--- config.mk ---
export PLATFORM = sky130hd
export DESIGN_NAME = arb_req_agent_flat
export DESIGN_NICKNAME = d
export VERILOG_FILES = /design/src/rtl/arb_pkg.sv /design/src/rtl/arb_req_agent_if.sv /design/src/rtl/arb_req_fifo.sv /design/src/rtl/arb_req_agent.sv /design/src/flat_wrapper.sv
export SDC_FILE = /design/constraint.sdc
export NUM_CORES = 1
export LEC_CHECK = 0
export CORE_AREA = 10 10 151 153
export CTS_CLUSTER_SIZE = 10
export DETAILED_ROUTE_END_ITERATION = 8
export DIE_AREA = 0 0 161 163
export MAX_ROUTING_LAYER = met4
export SYNTH_ARGS = -nofsm -noshare
export SYNTH_HDL_FRONTEND = slang
export SYNTH_SLANG_ARGS = --single-unit
--- constraint.sdc ---
create_clock -name clk -period 2.8 [get_ports clk]
set_input_delay 0.42 -clock clk [delete_from_list [all_inputs] [get_ports clk]]
set_output_delay 0.42 -clock clk [all_outputs]
set_load 0.01 [all_outputs]
--- src/rtl/arb_pkg.sv ---
// Shared arbiter-side definitions: default sizing, id width and grant decode helpers.
package arb_pkg;
    localparam int REQ_NUM_DEF    = 4;
    localparam int DATA_W_DEF     = 8;
    localparam int FIFO_DEPTH_DEF = 4;

    typedef enum logic [1:0] {
        GNT_NONE,
        GNT_OK,
        GNT_MULTI,
        GNT_SPUR
    } gnt_kind_e;

    // Keep a 1-bit id for the degenerate single-channel case.
    function automatic int id_w(input int n);
        return (n > 1) ? $clog2(n) : 1;
    endfunction

    function automatic logic is_onehot(input logic [31:0] v);
        return (v != '0) && ((v & (v - 32'd1)) == '0);
    endfunction
endpackage

--- src/rtl/arb_req_agent_if.sv ---
// Requester/arbiter handshake bundle; slave is the agent, master is whoever drives it.
interface arb_req_agent_if
    import arb_pkg::*;
#(
    parameter int REQ_NUM = REQ_NUM_DEF,
    parameter int DATA_W  = DATA_W_DEF,
    parameter int ID_W    = id_w(REQ_NUM)
);
    logic [REQ_NUM-1:0]        in_valid;
    logic [REQ_NUM-1:0]        in_ready;
    logic [REQ_NUM*DATA_W-1:0] in_data;
    logic [REQ_NUM-1:0]        req;
    logic [REQ_NUM-1:0]        grant;
    logic                      out_valid;
    logic [DATA_W-1:0]         out_data;
    logic [ID_W-1:0]           out_id;

    modport master (
        output in_valid, in_data, grant,
        input  in_ready, req, out_valid, out_data, out_id
    );

    modport slave (
        input  in_valid, in_data, grant,
        output in_ready, req, out_valid, out_data, out_id
    );
endinterface

--- src/rtl/arb_req_fifo.sv ---
// Per-channel sync FIFO; pointers carry an extra wrap bit to tell full from empty.
module arb_req_fifo
    import arb_pkg::*;
#(
    parameter int DATA_W     = DATA_W_DEF,
    parameter int FIFO_DEPTH = FIFO_DEPTH_DEF
) (
    input  logic              clk,
    input  logic              rst,
    input  logic              push,
    input  logic [DATA_W-1:0] wdata,
    input  logic              pop,
    output logic              full,
    output logic              empty,
    output logic [DATA_W-1:0] head
);
    localparam int AW = $clog2(FIFO_DEPTH);

    logic [DATA_W-1:0] mem [FIFO_DEPTH];
    logic [AW:0]       wptr, rptr;

    assign empty = (wptr == rptr);
    assign full  = (wptr[AW] != rptr[AW]) && (wptr[AW-1:0] == rptr[AW-1:0]);
    assign head  = mem[rptr[AW-1:0]];

    always_ff @(posedge clk or posedge rst) begin
        if (rst) begin
            wptr <= '0;
            rptr <= '0;
        end else begin
            if (push && !full) wptr <= wptr + 1'b1;
            if (pop && !empty) rptr <= rptr + 1'b1;
        end
    end

    // Storage needs no reset: emptiness lives entirely in the pointers.
    always_ff @(posedge clk) begin
        if (push && !full) mem[wptr[AW-1:0]] <= wdata;
    end
endmodule

--- src/rtl/arb_req_agent.sv ---
// Queues per-channel payloads, raises req from queue occupancy and returns the granted head.
module arb_req_agent
    import arb_pkg::*;
#(
    parameter int REQ_NUM    = REQ_NUM_DEF,
    parameter int DATA_W     = DATA_W_DEF,
    parameter int FIFO_DEPTH = FIFO_DEPTH_DEF,
    parameter int ID_W       = id_w(REQ_NUM)
) (
    input  logic                 clk,
    input  logic                 rst,
    arb_req_agent_if.slave       bus,
    output logic                 err_multi,
    output logic                 err_spurious,
    output logic [15:0]          grant_cnt
);
    logic                             rdy_en;
    logic [REQ_NUM-1:0]               full, empty, push, pop;
    logic [REQ_NUM-1:0][DATA_W-1:0]   head;
    gnt_kind_e                        kind;
    logic [DATA_W-1:0]                sel_data;
    logic [ID_W-1:0]                  sel_id;

    // rdy_en holds in_ready low through reset and lifts it on the first edge after.
    assign bus.in_ready = {REQ_NUM{rdy_en}} & ~full;
    assign bus.req      = ~empty;
    assign push         = bus.in_valid & bus.in_ready;

    for (genvar g = 0; g < REQ_NUM; g++) begin : g_lane
        arb_req_fifo #(
            .DATA_W     (DATA_W),
            .FIFO_DEPTH (FIFO_DEPTH)
        ) u_fifo (
            .clk   (clk),
            .rst   (rst),
            .push  (push[g]),
            .wdata (bus.in_data[g*DATA_W +: DATA_W]),
            .pop   (pop[g]),
            .full  (full[g]),
            .empty (empty[g]),
            .head  (head[g])
        );
    end

    always_comb begin
        kind     = GNT_NONE;
        pop      = '0;
        sel_data = '0;
        sel_id   = '0;
        if (bus.grant != '0) begin
            if (!is_onehot(32'(bus.grant))) begin
                kind = GNT_MULTI;
            end else if ((bus.grant & bus.req) != '0) begin
                kind = GNT_OK;
                pop  = bus.grant;
            end else begin
                kind = GNT_SPUR;
            end
        end
        for (int i = 0; i < REQ_NUM; i++) begin
            if (bus.grant[i]) begin
                sel_data = head[i];
                sel_id   = ID_W'(i);
            end
        end
    end

    always_ff @(posedge clk or posedge rst) begin
        if (rst) begin
            rdy_en        <= 1'b0;
            bus.out_valid <= 1'b0;
            bus.out_data  <= '0;
            bus.out_id    <= '0;
            err_multi     <= 1'b0;
            err_spurious  <= 1'b0;
            grant_cnt     <= '0;
        end else begin
            rdy_en        <= 1'b1;
            bus.out_valid <= (kind == GNT_OK);
            if (kind == GNT_OK) begin
                bus.out_data <= sel_data;
                bus.out_id   <= sel_id;
                grant_cnt    <= grant_cnt + 16'd1;
            end
            if (kind == GNT_MULTI) err_multi    <= 1'b1;
            if (kind == GNT_SPUR)  err_spurious <= 1'b1;
        end
    end
endmodule

--- src/flat_wrapper.sv ---
// flat-port wrapper written by rule: the top's interface ports become plain ports
module arb_req_agent_flat import arb_pkg::*;
#(
    parameter int REQ_NUM    = REQ_NUM_DEF,
    parameter int DATA_W     = DATA_W_DEF,
    parameter int FIFO_DEPTH = FIFO_DEPTH_DEF,
    parameter int ID_W       = id_w(REQ_NUM)
)
  (clk, rst, err_multi, err_spurious, grant_cnt, bus_in_valid, bus_in_data, bus_grant, bus_in_ready, bus_req, bus_out_valid, bus_out_data, bus_out_id);
  arb_req_agent_if #(.REQ_NUM(REQ_NUM), .DATA_W(DATA_W), .ID_W(ID_W)) bus_i ();
  input  logic clk;
  input  logic rst;
  output logic err_multi;
  output logic err_spurious;
  output logic [15:0] grant_cnt;
  input wire logic [$bits(bus_i.in_valid)-1:0] bus_in_valid;
  input wire logic [$bits(bus_i.in_data)-1:0] bus_in_data;
  input wire logic [$bits(bus_i.grant)-1:0] bus_grant;
  output wire logic [$bits(bus_i.in_ready)-1:0] bus_in_ready;
  output wire logic [$bits(bus_i.req)-1:0] bus_req;
  output wire logic [$bits(bus_i.out_valid)-1:0] bus_out_valid;
  output wire logic [$bits(bus_i.out_data)-1:0] bus_out_data;
  output wire logic [$bits(bus_i.out_id)-1:0] bus_out_id;
  assign bus_i.in_valid = bus_in_valid;
  assign bus_i.in_data = bus_in_data;
  assign bus_i.grant = bus_grant;
  assign bus_in_ready = bus_i.in_ready;
  assign bus_req = bus_i.req;
  assign bus_out_valid = bus_i.out_valid;
  assign bus_out_data = bus_i.out_data;
  assign bus_out_id = bus_i.out_id;
  arb_req_agent #(.REQ_NUM(REQ_NUM), .DATA_W(DATA_W), .FIFO_DEPTH(FIFO_DEPTH), .ID_W(ID_W)) u_core (.clk(clk), .rst(rst), .bus(bus_i), .err_multi(err_multi), .err_spurious(err_spurious), .grant_cnt(grant_cnt));
endmodule
Word-level counts from Yosys, hierarchy flattened
Memories as Yosys holds them, arrays and structs flattened.
Index checks and enable logic that the tools add are counted.
W data, S select, Z words.
{"block": "totals", "memories": 4, "register_bits": 54, "ram_bits": 128, "inputBits": 42}
{"name": "u_core.g_lane[0].u_fifo.mem", "depth": 4, "width": 8, "read_ports": 1, "rd_clocked_by_memory_dff": 0, "write_ports": 1, "line": "arb_req_fifo.sv:19", "rtl": "logic [DATA_W-1:0] mem [FIFO_DEPTH];"}
{"name": "u_core.g_lane[1].u_fifo.mem", "depth": 4, "width": 8, "read_ports": 1, "rd_clocked_by_memory_dff": 0, "write_ports": 1, "line": "arb_req_fifo.sv:19"}
{"name": "u_core.g_lane[2].u_fifo.mem", "depth": 4, "width": 8, "read_ports": 1, "rd_clocked_by_memory_dff": 0, "write_ports": 1, "line": "arb_req_fifo.sv:19"}
{"name": "u_core.g_lane[3].u_fifo.mem", "depth": 4, "width": 8, "read_ports": 1, "rd_clocked_by_memory_dff": 0, "write_ports": 1, "line": "arb_req_fifo.sv:19"}
{"block": "classes", "bitwise_logic": 6, "n_addsub": 10, "n_mux": 21, "eq_ne": 15, "reduce_logical": 24}
{"operator": "$and A4 B32 Y32", "count": 1}
{"operator": "$logic_not A32 Y1", "count": 1}
{"operator": "$mux W8", "count": 4}
{"operator": "$add A3 B1 Y3 const B", "count": 8}
{"operator": "$add A16 B1 Y16 const B", "count": 1}
{"operator": "$logic_and A1 B1 Y1", "count": 13}
{"operator": "$and A4 B4 Y4", "count": 3}
{"operator": "$eq A3 B3 Y1", "count": 4}
{"operator": "$mux W4", "count": 3}
{"operator": "$mux W2", "count": 5}
{"operator": "$mux W1", "count": 9}
{"operator": "$eq A2 B2 Y1", "count": 4}
{"operator": "$logic_not A1 Y1", "count": 8}
{"operator": "$not A4 Y4", "count": 2}
{"operator": "$reduce_bool A4 Y1", "count": 2}
{"operator": "$sub A4 B1 Y5 const B", "count": 1}
{"operator": "$eq A2 B2 Y1 const B", "count": 2}
{"operator": "$ne A1 B1 Y1", "count": 4}
{"operator": "$eq A2 B1 Y1 const B", "count": 1}

Logic depth before layout (Yosys ltp)
{"block": "depth", "depth_word": 8, "mapped_depth": 8, "mapped_depth_nobuf": 5}

By module
A second synthesis with hierarchy kept.
{"block": "hier_totals", "cells_unflattened": 534, "hier_area_um2": 8343.0}
{"mod": "arb_req_fifo (u_core.g_lane[0].u_fifo ...)", "seq_area_each_um2": 1111.1, "area_per_inst_um2": 1679.1, "cells_per_inst": 91, "instances": 3}
{"mod": "arb_req_fifo (u_core.g_lane[1].u_fifo)", "seq_area_each_um2": 1111.1, "area_per_inst_um2": 1657.8, "cells_per_inst": 91, "instances": 1}
{"mod": "arb_req_agent", "seq_area_each_um2": 750.7, "area_per_inst_um2": 1647.8, "cells_per_inst": 170, "instances": 1}

Worst setup path before layout
OpenSTA, ideal clock, no wires.
{"block": "synth_timing", "kind": "reg-to-reg", "startpoint": "register u_core.g_lane[0].u_fifo.rptr[0]", "endpoint": "memory u_core.g_lane[0].u_fifo.mem[3][0] (netlist name), enable pin", "slack_ps": 730, "t_arrival_ps": 1730, "synth_period_minus_slack_ps": 2070, "setup_time_ps": 340, "path_stages_with_launch": 6, "cell_sequence": "dfrtp_1 > buf_4 > xor2_1 > nor2_1 > a21boi_0 > and3_1"}
{"block": "synth_between", "elab_chain_len": 8, "elab_cells_between_ends": 9, "classes_between": "eq/ne: 1; mux: 2; bitwise: 3; reduce/logical: 3"}
{"item": "start: declaration", "line": "arb_req_fifo.sv:20", "rtl": "logic [AW:0] wptr, rptr;"}
{"item": "start signal: assignment", "line": "arb_req_fifo.sv:32", "rtl": "if (pop && !empty) rptr <= rptr + 1'b1;"}
{"item": "$eq A2 B2 Y1", "line": "arb_req_fifo.sv:23", "rtl": "assign full = (wptr[AW] != rptr[AW]) && (wptr[AW-1:0] == rptr[AW-1:0]);"}
{"item": "$logic_and A1 B1 Y1", "line": "arb_req_fifo.sv:23"}
{"item": "$not A4 Y4", "line": "arb_req_agent.sv:25", "rtl": "assign bus.in_ready = {REQ_NUM{rdy_en}} & ~full;"}
{"item": "$and A4 B4 Y4", "line": "arb_req_agent.sv:25"}
{"item": "net bus_in_ready[0]", "line": "flat_wrapper.sv:19", "rtl": "output wire logic [$bits(bus_i.in_ready)-1:0] bus_in_ready;"}
{"item": "$and A4 B4 Y4", "line": "arb_req_agent.sv:27", "rtl": "assign push = bus.in_valid & bus.in_ready;"}
{"item": "$logic_and A1 B1 Y1", "line": "arb_req_fifo.sv:38", "rtl": "if (push && !full) mem[wptr[AW-1:0]] <= wdata;"}
{"item": "$mux W1", "line": "arb_req_fifo.sv:38"}
{"item": "$mux W1 (implied by the code)", "line": "arb_req_fifo.sv:38"}
{"item": "end: declaration", "line": "arb_req_fifo.sv:19"}
The timed path passes the listed nets, and every way through them passes these cells.

Worst setup path after layout
{"block": "layout_timing", "startpoint": "register u_core.g_lane[1].u_fifo.rptr[0]", "endpoint": "output bus_req[1]"}
{"block": "layout_between", "elab_chain_len": 2}
{"item": "start: declaration", "line": "arb_req_fifo.sv:20"}
{"item": "start signal: assignment", "line": "arb_req_fifo.sv:32"}
{"item": "$eq A3 B3 Y1", "line": "arb_req_fifo.sv:22", "rtl": "assign empty = (wptr == rptr);"}
{"item": "$not A4 Y4", "line": "arb_req_agent.sv:26", "rtl": "assign bus.req = ~empty;"}
{"item": "end: declaration", "line": "flat_wrapper.sv:20", "rtl": "output wire logic [$bits(bus_i.req)-1:0] bus_req;"}
Every way passes these cells.

==> flow_summary.yaml <==
global_routing:
  grt_overflow: 0
  antenna_found_initial: 0
  grt_util_all_layers_pct: 13.3
  grt_pass1_wl_um: 25800
  grt_max_degree: 29
  grt_pass1_vias: 4518
placed_design:
  pre_cts_ws_ns: 0.257
  io_buffers: 78
  dp_hpwl_um: 12100
  place_congestion: 0.791
worst_setup_path:
  critical_path_class: "flip-flop to primary output"
  slowest_stage: "dfrtp_1"
  crit_buf_inv: 1
  worstPathRequired_ns: 2.38
  crit_chain: "xor2_2 > or3_2 > clkdlybuf4s50_1"
  crit_fanout: 8
  crit_cells: 3
  worstSetupEndpointType: "primary output"
  crit_family: "flip-flops"
  critPathArrivalTime_ns: 2.22
  start_kind: "flip-flop"
  r2r_cells: 5
  critPathMaxStageDelay_ns: 0.54
clocking:
  cts_tree: "done"
  numClockSinks: 182
  cts_buffers: 17
  cts_hold_buf: 0
  clockRootBuffer: "clkbuf_16"
  postCtsSetupBuffers: 0
  h-tree-depth: 4
  cts.path.max_buffers: 2
  cts.clk_slew.worst_paths_ns: 0.07
  post_cts_resized: 0
  clk_latency_ns: 0.43
power_and_ir_drop:
  p_leak_nw: 3.57
  finalPower_mw: 9.17
  p_per_area_nw_per_um2: 961
  peakVddDrop_uv: 432
finish:
  num_antenna_cells: 0
  syn2layout_area_growth_pct: 21.9
  drive_gt1_share_pct: 18.9
  layout.nets: 612
  regArea_um2: 5200
  multiInputGateArea_um2: 2420
  fillCellCount: 1727
logic_synthesis:
  synth.net_count: 513
  ys_seq_area_share_pct: 66.4
  ys_types: 49
  synth_edf_count: 128
  yosys_warnings: 0
  synth_area_per_cell_um2: 17.4
  ys_async_sr_fraction_pct: 29.7
  synth_cells: 450
  synthFlopType: "edfxtp_1"
  ys_ff_latch: 182
  synthesis.area_um2: 7820
sta:
  relSlewSlack_pct: 59.1
  worst_clock_skew_ns: 0.0108
  final.setup.worst_slack_ns: 0.159
  min_period_over_period_pct: 94.3
  final.setup.tns_ns: 0
  layout_min_cycle_time_ns: 2.64
  finalSetupViolations: 0
  hold_viol: 0
  hold_slack_ns: 0.388
  rsz0062_at_grt: "false"
  worstMarginPinSlew_ns: 0.612
  finalMaxSlewViolations: 0
  fmax_ghz: 0.379
route:
  drtIter0Drc: 279
  drc_errors: 0
  routedWlPerCell_um: 19.8
  ant_nets: 0
  vias: 4217
  routed_wl_um: 16500
  drtPass1Iterations: 6
  via_per_inst: 5.07
floorplanning:
  ios: 79
  core_area_um2: 19900
  die_w_um: 161
  num_rows: 52
  initial_core_util_pct: 39.3
  die_h_um: 163
  dieArea_um2: 26200
outcome:
  status: "completed"
run:
  drv_cap: 0
worst_hold_path:
  min_path_type: "input pin to async pin"
synth_stat cells, types with 4 or more instances:
cell type,instances,share of area (%)
nand2_1,11,0.53
edfxtp_1,128,49
mux4_1,8,2.7
ha_1,21,3.4
a22oi_1,13,1.2
nor2_1,8,0.38
mux4_2,24,6.9
buf_6,6,0.86
nand3_1,8,0.51
dfrtp_1,54,17
nand4_1,5,0.40
nor4_1,4,0.32
o21ai_0,9,0.58
inv_1,15,0.72
mux2_4,8,1.5
xnor2_1,13,1.5
o31ai_1,4,0.38
and3_1,18,1.4
a21boi_0,5,0.48
mux2_2,13,1.9
clkbuf_1,4,0.19
xor2_1,31,3.5
cell families (layout without fill, tap and decap cells):
group                    after synthesis  after routing  synth area share [%]
multiplexers                          53             53                  13.0
AO/OA/AOI/OAI                         36             36                  3.14
XOR/XNOR                              45             45                  5.14
buffers and inverters                 34            146                  2.69
flip-flops                           182            182                  66.4
adder cells (fa/ha/maj)               22             22                  3.49
other                                  1              1                0.0479
AND/OR/NAND/NOR                       77             77                  6.08
report_power, final:
part           internal (mW)  leakage, nW  switching [mW]
clock                   1.32        0.279            1.02
sequential              3.43         1.81           0.461
combinational           1.52         1.48            1.42
total                   6.27         3.57            2.90
registers in the layout, indices dropped and copies added (netlist names):
| name | cells |
|---|---|
| u_core.bus.out_valid | 1 |
| u_core.rdy_en | 1 |
| u_core.grant_cnt | 16 |
| u_core.g_lane.u_fifo.wptr | 12 |
| u_core.bus.out_data | 8 |
| u_core.err_multi | 1 |
| u_core.g_lane.u_fifo.rptr | 12 |
| u_core.g_lane.u_fifo.mem | 128 |
| u_core.bus.out_id | 2 |
| u_core.err_spurious | 1 |
worst paths after layout:
kind                                                              from                                     endpoint  slack, ns
max                        u_core.g_lane[1].u_fifo.rptr[0]$_DFFE_PP0P_                                   bus_req[1]       0.16
min                                                                rst             u_core.grant_cnt[10]$_DFFE_PP0N_       0.39
max reg2reg                u_core.g_lane[1].u_fifo.rptr[0]$_DFFE_PP0P_           u_core.bus.out_data[7]$_DFFE_PP0N_       0.58
min reg2reg                           u_core.grant_cnt[15]$_DFFE_PP0N_             u_core.grant_cnt[15]$_DFFE_PP0N_       0.48
max in group asynchronous                                          rst  u_core.g_lane[1].u_fifo.rptr[1]$_DFFE_PP0P_       1.81
min in group clk                      u_core.grant_cnt[15]$_DFFE_PP0N_             u_core.grant_cnt[15]$_DFFE_PP0N_       0.48
per-layer routing:
layer  GRT usage [%]  wire, um  vias up
met1            17.1      7410     2164
met4            5.05       265        0
li1                -         -     1938
met2            20.3      8090       97
met5               -         0        -
met3            2.83       687       18
stage by stage:
stage,util [%],std cells,cell area [um2]
floorplan,-,450,7820
global placement,45.0,800,8960
detailed placement,45.0,800,8960
CTS,47.9,832,9530
global route,47.9,832,9540
finish,47.9,832,9540
layout make-up:
type / instances / area share (%)
tap: 270 / 3.54
inverter: 15 / 0.590
multi-input combinational: 234 / 25.3
clock inverter: 14 / 1.56
sequential: 182 / 54.5
timing repair buffer: 99 / 9.97
clock buffer: 18 / 4.50
layout by cell type (no fill, tap or decap), types with 2 or more instances in the layout:
master | synthesis | layout
a21boi_0 | 5 | 5
a22oi_1 | 13 | 13
and3_1 | 18 | 18
buf_4 | 3 | 20
bufinv_16 | 0 | 2
clkbuf_16 | 0 | 17
clkdlybuf4s50_1 | 0 | 78
clkinv_1 | 0 | 3
clkinv_4 | 0 | 3
dfrtp_1 | 54 | 52
dfrtp_2 | 0 | 2
edfxtp_1 | 128 | 128
ha_1 | 21 | 21
inv_1 | 15 | 14
inv_6 | 0 | 5
mux2_2 | 13 | 13
mux2_4 | 8 | 8
mux4_1 | 8 | 8
mux4_2 | 24 | 24
nand2_1 | 11 | 11
nand3_1 | 8 | 8
nand4_1 | 5 | 5
nor2_1 | 8 | 8
nor3_1 | 3 | 3
nor3b_1 | 3 | 3
nor4_1 | 4 | 4
nor4_2 | 3 | 3
nor4b_1 | 2 | 2
o21ai_0 | 9 | 9
o31ai_1 | 4 | 4
or3_1 | 2 | 2
xnor2_1 | 13 | 13
xor2_1 | 31 | 31
worst reg2reg max path: stages, from the launching register on:
cell and delay (ns):
dfrtp_1 0.62, mux4_1 0.66, a22oi_1 0.18, o21ai_0 0.12
mux2_2 0.27, mux2_2 0.26
(Power assumes the default switching activity.)
